--- config.mk ---
export PLATFORM = sky130hd
export DESIGN_NAME = radix2_divider_flat
export DESIGN_NICKNAME = d
export VERILOG_FILES = /design/src/rtl/radix2_divider_if.sv /design/src/rtl/radix2_divider.sv /design/src/flat_wrapper.sv
export SDC_FILE = /design/constraint.sdc
export NUM_CORES = 1
export LEC_CHECK = 0
export BUFFER_PORTS_ARGS = -buffer_cell sky130_fd_sc_hd__buf_2
export CORE_ASPECT_RATIO = 1.5
export CORE_MARGIN = 3
export CORE_UTILIZATION = 29
export DETAILED_ROUTE_END_ITERATION = 8
export REMOVE_ABC_BUFFERS = 1
export SLEW_MARGIN = 20
export SYNTH_ARGS = -nofsm -noshare
export SYNTH_HDL_FRONTEND = slang
export SYNTH_SLANG_ARGS = --single-unit
--- constraint.sdc ---
create_clock -name clk -period 4 [get_ports clk]
set_input_delay 0.6 -clock clk [delete_from_list [all_inputs] [get_ports clk]]
set_output_delay 0.6 -clock clk [all_outputs]
set_load 0.03 [all_outputs]
--- src/rtl/radix2_divider_if.sv ---
// Handshake and operand/result bundle between the ALU (master) and the
// radix-2 divider (slave).
interface radix2_divider_if #(
   parameter int WIDTH = 32
);
   logic             start;
   logic [WIDTH-1:0] x;
   logic [WIDTH-1:0] y;
   logic             busy;
   logic             valid;
   logic             dbz;
   logic [WIDTH-1:0] q;
   logic [WIDTH-1:0] r;

   modport master (
      output start, x, y,
      input  busy, valid, dbz, q, r
   );

   modport slave (
      input  start, x, y,
      output busy, valid, dbz, q, r
   );
endinterface

--- src/rtl/radix2_divider.sv ---
// Multi-cycle unsigned restoring divider, one quotient bit per clock.
// Divide-by-zero completes in one cycle with q = all ones, r = x.
// Optional macro DIV_SHORTCUT_EN: when x < y the result (q = 0, r = x) is
// produced in one cycle instead of running the full WIDTH-cycle loop.
//
// state | meaning
// ------+-----------------------------------------------------------
// IDLE  | waiting for start; results from the last division are held
// CALC  | shifting/subtracting one quotient bit per clock
module radix2_divider #(
   parameter int WIDTH = 32
) (
   input  logic             clk,
   input  logic             rst_n,
   radix2_divider_if.slave  bus
);

   localparam int CNT_W = $clog2(WIDTH + 1);

   typedef enum logic {
      IDLE,
      CALC
   } state_t;

   state_t           state;
   logic [WIDTH-1:0] qs;
   logic [WIDTH-1:0] ycap;
   logic [WIDTH:0]   p;
   logic [CNT_W-1:0] cnt;

   logic             busy;
   logic             valid;
   logic             dbz;
   logic [WIDTH-1:0] q;
   logic [WIDTH-1:0] r;

   logic [WIDTH:0]   p_shift;
   logic [WIDTH:0]   p_next;
   logic [WIDTH-1:0] qs_next;

   assign bus.busy  = busy;
   assign bus.valid = valid;
   assign bus.dbz   = dbz;
   assign bus.q     = q;
   assign bus.r     = r;

   // One restoring step: shift in the next dividend bit, subtract if it fits.
   always_comb begin
      p_shift = {p[WIDTH-1:0], qs[WIDTH-1]};
      qs_next = {qs[WIDTH-2:0], 1'b0};
      p_next  = p_shift;
      if (p_shift >= {1'b0, ycap}) begin
         p_next     = p_shift - {1'b0, ycap};
         qs_next[0] = 1'b1;
      end
   end

   // Control FSM and datapath registers; all outputs are registered.
   always_ff @(posedge clk or negedge rst_n) begin
      if (!rst_n) begin
         state <= IDLE;
         qs    <= '0;
         ycap  <= '0;
         p     <= '0;
         cnt   <= '0;
         busy  <= 1'b0;
         valid <= 1'b0;
         dbz   <= 1'b0;
         q     <= '0;
         r     <= '0;
      end else begin
         valid <= 1'b0;
         case (state)
            IDLE: begin
               if (bus.start) begin
                  if (bus.y == '0) begin
                     q     <= '1;
                     r     <= bus.x;
                     dbz   <= 1'b1;
                     valid <= 1'b1;
                  end
`ifdef DIV_SHORTCUT_EN
                  else if (bus.x < bus.y) begin
                     q     <= '0;
                     r     <= bus.x;
                     dbz   <= 1'b0;
                     valid <= 1'b1;
                  end
`endif
                  else begin
                     qs    <= bus.x;
                     ycap  <= bus.y;
                     p     <= '0;
                     cnt   <= CNT_W'(WIDTH);
                     busy  <= 1'b1;
                     dbz   <= 1'b0;
                     state <= CALC;
                  end
               end
            end
            CALC: begin
               p   <= p_next;
               qs  <= qs_next;
               cnt <= cnt - CNT_W'(1);
               if (cnt == CNT_W'(1)) begin
                  q     <= qs_next;
                  r     <= p_next[WIDTH-1:0];
                  busy  <= 1'b0;
                  valid <= 1'b1;
                  state <= IDLE;
               end
            end
            default: state <= IDLE;
         endcase
      end
   end

endmodule

--- src/flat_wrapper.sv ---
// flat-port wrapper written by rule: the top's interface ports become plain ports
module radix2_divider_flat 
#(
   parameter int WIDTH = 32
)
  (clk, rst_n, bus_start, bus_x, bus_y, bus_busy, bus_valid, bus_dbz, bus_q, bus_r);
  radix2_divider_if #(.WIDTH(WIDTH)) bus_i ();
  input  logic clk;
  input  logic rst_n;
  input wire logic [$bits(bus_i.start)-1:0] bus_start;
  input wire logic [$bits(bus_i.x)-1:0] bus_x;
  input wire logic [$bits(bus_i.y)-1:0] bus_y;
  output wire logic [$bits(bus_i.busy)-1:0] bus_busy;
  output wire logic [$bits(bus_i.valid)-1:0] bus_valid;
  output wire logic [$bits(bus_i.dbz)-1:0] bus_dbz;
  output wire logic [$bits(bus_i.q)-1:0] bus_q;
  output wire logic [$bits(bus_i.r)-1:0] bus_r;
  assign bus_i.start = bus_start;
  assign bus_i.x = bus_x;
  assign bus_i.y = bus_y;
  assign bus_busy = bus_i.busy;
  assign bus_valid = bus_i.valid;
  assign bus_dbz = bus_i.dbz;
  assign bus_q = bus_i.q;
  assign bus_r = bus_i.r;
  radix2_divider #(.WIDTH(WIDTH)) u_core (.clk(clk), .rst_n(rst_n), .bus(bus_i));
endmodule
---- Yosys cells after proc, flatten, opt, wreduce, memory -nomap -nowiden ----
Index checks and enable logic that the tools add are counted.
cells by class
  add/subtract/negate cells ............... 2
  magnitude comparators ................... 1
  equal/unequal tests ..................... 5
  mux-type cells .......................... 31
  bitwise gates (word level) .............. 2
  reductions and logical operators ........ 6
operator list
  kind                                                    count
  two-way mux 32 bit                                      11
  one-hot mux 32 bit (2 select lines)                     4
  greater-or-equal comparator 33 x 32 -> 1 bit            1
  zero test 32 bit                                        1
  subtractor 32 bit                                       1
  two-way mux 6 bit                                       2
  one-hot mux 6 bit (2 select lines)                      1
  two-way mux 1 bit                                       10
  AND reduction 3 bit                                     3
  == test 6 x 1 -> 1 bit (second input constant)          1
  inequality test 2 bit (second input constant)           3
  one-hot mux 1 bit (2 select lines)                      3
  subtractor 6 x 1 -> 6 bit (second input constant)       1
  AND reduction 2 bit                                     2
  inequality test 2 x 1 -> 1 bit (second input constant)  1
  inverter 1 bit                                          2
storage, ports and cells
  bits in registers ....................... 170
  bits of input ports ..................... 67
  output and inout bits ................... 67

---- Longest topological paths before layout ----
  word-level depth ........................ 4
  depth in mapped cells ................... 13
  mapped depth without buffers ............ 13

---- Worst setup path before layout ----
Ideal clock, no wire load.
  path type ............................... register to register
  from .................................... register u_core.qs[31]
  to ...................................... register u_core.p[24]
  library setup time ...................... 0.121 ns
  arrival time ............................ 2.608 ns
  path slack .............................. 1.271 ns
  stages on the path, launching flop included .. 14
  buffers on the path ..................... 0
  path through ............................ dfrtp_1 > inv_1 > ha_1 > inv_1 > fa_1 > a211oi_1 > o21ai_1 > a21o_1 > a21o_1 > o2bb2ai_1 > a311oi_1 > xor2_1 > o21ai_1 > a22o_1
on the way
  longest elaborated chain between the ends .. 3
  elaborated cells between the ends (all ways) .. 4
  classes of those cells .................. add/sub (1); order compare (1); mux (2)
ends and longest elaborated chain
  what                                                                               RTL line                                    text
  start, declared                                                                    radix2_divider.sv:26                        logic [WIDTH-1:0] qs;
  start signal, assigned                                                             radix2_divider.sv:91                        qs <= bus.x;
  start signal, assigned                                                             radix2_divider.sv:103                       qs <= qs_next;
  subtractor 32 bit or greater-or-equal comparator 33 x 32 -> 1 bit (tied branches)  radix2_divider.sv:53, radix2_divider.sv:52
  two-way mux 32 bit (*)                                                             radix2_divider.sv:52                        if (p_shift >= {1'b0, ycap}) begin
  one-hot mux 32 bit (2 select lines) (*)                                            radix2_divider.sv:73                        case (state)
  end signal, assigned                                                               radix2_divider.sv:102                       p <= p_next;
  end, declared                                                                      radix2_divider.sv:28                        logic [WIDTH:0] p;
Mark *: on every way between the ends. The rest lies on a longest branch, timed or not.
A chain may end at the register's enable or synchronous reset.

---- Worst setup path after layout ----
  from .................................... register u_core.p[15]
  to ...................................... register u_core.r[1] (netlist: u_core.bus.r[1])
on the way
  longest elaborated chain between the ends .. 4
ends and longest elaborated chain
  what                                          RTL line               text
  greater-or-equal comparator 33 x 32 -> 1 bit  radix2_divider.sv:52
  two-way mux 32 bit                            radix2_divider.sv:52
  two-way mux 32 bit                            radix2_divider.sv:105  if (cnt == CNT_W'(1)) begin
  one-hot mux 32 bit (2 select lines)           radix2_divider.sv:73
  end signal, assigned                          radix2_divider.sv:78   r <= bus.x;
  end signal, assigned                          radix2_divider.sv:107  r <= p_next[WIDTH-1:0];
  end, declared                                 radix2_divider.sv:35   logic [WIDTH-1:0] r;
No other way between the ends. The select of a mux whose other input is x is not followed.

==> results.txt <==
Status: completed
Leak: 0.004930 µW
Post-Synthesis Cells: 969
Area growth, synth to finish: 18.07%
Initial DRC count: 363
CP max FO: 43
Required @ worst endpoint: 4.31 ns
Synth top area share: 0.4642
Post-route insts no fill: 1494
Share of cells above drive strength 1: 0.2088
CP peak stage delay: 0.44 ns
Post-CTS Resized: 0
Asr flop ratio synth: 1.000
Leading area contributor after synthesis: dfrtp_1
# IOs: 134
Number of buffers created by CTS: 17
DR DRC count: 0
Syn_area_per_cell: 9.458 µm²
Worst Tran Pin Value: 0.8532 ns
Vias in the first global route: 7584
Crit-path slowest cell: buf_4
Fillers: 3210
Count leader, synth: dfrtp_1
FF+latch count, synth: 170
Critical path class: reg2reg
Total Wirelength: 26.65 mm
Seq/Total Area, Yosys: 0.4642
Die Ht: 223.7 µm
Core Rows: 79
DR vias/cell: 5.122
Tot GR Track Use: 0.1601
GP Congestion: 0.8889
Nets: 1177
Largest net degree at the start of global routing: 87
Final-report max-slew violation count: 0
Die Width: 151.2 µm
Max Fclk: 294.6 MHz
Fin. Hold Viols: 0
Max capacitance violation total: 0
Part of the cycle the worst path needs: 0.8486
Later-pin clock latency in the skew report: 0.45 ns
Crit. End Element: flip-flop
Worst Path Buf+Inv: 1
Netlist cell types: 62
DP Cell Count: 1461
Post-CTS setup buffers: 0
Clock Skews: 0.008703 ns
Routed via count: 7653
Synth warn: 0
Antenna violations before repair: 5
Peak supply drop: 0.0001853 V
Initial Util: 0.2944
Type of the tightest min-delay check: in2async
Worst setup SP type: flip-flop
Max clock buf depth: 2
Fin crit period: 3.394 ns
First-pass iteration count of the detailed router: 5
Final-report setup violation count: 0
CTS sink cnt: 170
Final ANT Viol Nets: 0
Crit path max-delay family: compound AO/OA/AOI/OAI gates
Synth top cells by count: dfrtp_1, nand2_1, a21oi_1
Routed wire length per instance: 17.84 µm
CTS tree: done
Ranking of synthesized cells by area: dfrtp_1, nand2_1, ha_1
Buffers added on ports: 133
Htree depth: 4
Pwr dens: 316.3 nW/µm²
Die area: 33820 µm²
CTS Root Cell: clkbuf_16
Floorplan core area: 31140 µm²
Multi-input combinational cell area: 4511 µm²
Detailed Place HPWL: 20.09 mm
Reg area: 4255 µm²
Worst slew margin: 0.4312
Post-synth EDFFs: 0
Hold_ws: 0.2037 ns
Hold Buf Count CTS: 0
Worst-path clk slew: 0.07 ns
Netlist Area Pre-Place: 9165 µm²
Grt total ovfl: 0
Unrepaired setup endpoints after global routing: no
Cell Chain, Critical Path: ha_1, a21oi_1, o21ai_0, o32ai_2, a31oi_4, a31o_4, o21ai_4, buf_4, mux2i_1, o211ai_1
Top FF cell, synth: dfrtp_1
CP Data Arrival Time: 3.70 ns
Global-route wire length before repair: 42.40 mm
[where the power goes]
part / switching [µW] / internal (µW)
logic: 79.6 / 43.1
clock network: 726 / 856
registers: 0 / 1720
[through the flow]
step / area, µm² / utilization / TNS [ns] / worst slack [ns] / total power (µW)
2_1_floorplan: 8919 / - / -204.98 / -2.171 / 1783
3_3_place_gp: 10270 / 0.3298 / 0 / 0.6760 / 1877
3_5_place_dp: 10270 / 0.3298 / 0 / 0.6665 / 1878
4_1_cts: 10820 / 0.3474 / 0 / 0.6330 / 3474
5_1_grt: 10820 / 0.3476 / 0 / 0.3565 / 3557
6_report: 10820 / 0.3476 / 0 / 0.6056 / 3423
[cells by family (layout without fill, tap and decap cells)]
group / after synthesis / count (layout) / share of synthesized area
mux: 69 / 69 / 0.07986
flops: 170 / 170 / 0.4642
simple gates: 278 / 278 / 0.1358
xor+xnor: 27 / 27 / 0.02580
buf+inv: 107 / 225 / 0.04573
compound gates: 283 / 283 / 0.2000
other cells: 0 / 2 / 0
fa+ha+maj: 35 / 35 / 0.04860
[metal layers]
| layer | up-vias | track usage | share of wire |
|---|---|---|---|
| met4 | 6 | 0.07553 | 0.037 |
| met3 | 54 | 0.03461 | 0.046 |
| met1 | 3723 | 0.1978 | 0.42 |
| met5 | - | 0 | 0.0011 |
| met2 | 179 | 0.2649 | 0.49 |
| li1 | 3691 | - | - |
[path summary, 6_finish.rpt]
check | start | end | slack (ns) | cells past startpoint
min reg2reg | u_core.bus.q[19] | u_core.bus.q[19] | 0.48 | 1
max reg2reg | u_core.p[15] | u_core.bus.r[1] | 0.61 | 10
min in group clk | bus_y[23] | u_core.ycap[23] | 0.41 | 2
max in group asynchronous | rst_n | u_core.qs[9] | 2.90 | 2
min | rst_n | u_core.bus.q[24] | 0.20 | 1
max | u_core.p[15] | u_core.bus.r[1] | 0.61 | 10
[final cells by class]
class | instances | area share
Clock buffer | 17 | 0.03931
Clock inverter | 14 | 0.01145
Inverter | 46 | 0.01596
Sequential cell | 170 | 0.3932
Timing Repair Buffer | 148 | 0.07596
Multi-Input combinational cell | 692 | 0.4168
Tap cell | 405 | 0.04683
Antenna cell | 2 | 0.0004625
[layout by cell type (no fill, tap or decap), drive strengths merged, types with 3 or more instances in the layout]
| cell | synthesis | layout |
|---|---|---|
| o31ai | 5 | 5 |
| mux2i | 36 | 36 |
| o21ai | 93 | 93 |
| nand2b | 5 | 5 |
| or3 | 8 | 8 |
| nor2 | 52 | 52 |
| nor3 | 11 | 11 |
| and3 | 3 | 3 |
| clkinv | 1 | 9 |
| xnor2 | 12 | 12 |
| mux2 | 33 | 33 |
| o22a | 31 | 31 |
| nand3 | 47 | 47 |
| xor2 | 15 | 15 |
| nand2 | 120 | 120 |
| clkbuf | 53 | 17 |
| nor4 | 13 | 13 |
| a21oi | 69 | 69 |
| a211oi | 7 | 7 |
| a31oi | 15 | 15 |
| a22o | 3 | 3 |
| a311oi | 3 | 3 |
| nand4 | 7 | 7 |
| buf | 8 | 148 |
| o211ai | 19 | 19 |
| o21a | 4 | 4 |
| o21bai | 3 | 3 |
| and2 | 3 | 3 |
| a21o | 13 | 13 |
| inv | 45 | 49 |
| dfrtp | 170 | 170 |
| nor2b | 4 | 4 |
| ha | 34 | 34 |
[registers in the layout, indices dropped and copies added (netlist names)]
register,cells
u_core.bus.r,32
u_core.bus.q,32
u_core.ycap,32
u_core.bus.valid,1
u_core.bus.busy,1
u_core.bus.dbz,1
u_core.state,1
u_core.cnt,6
u_core.qs,32
u_core.p,32
Note: power is estimated with default switching activity, not from simulation.
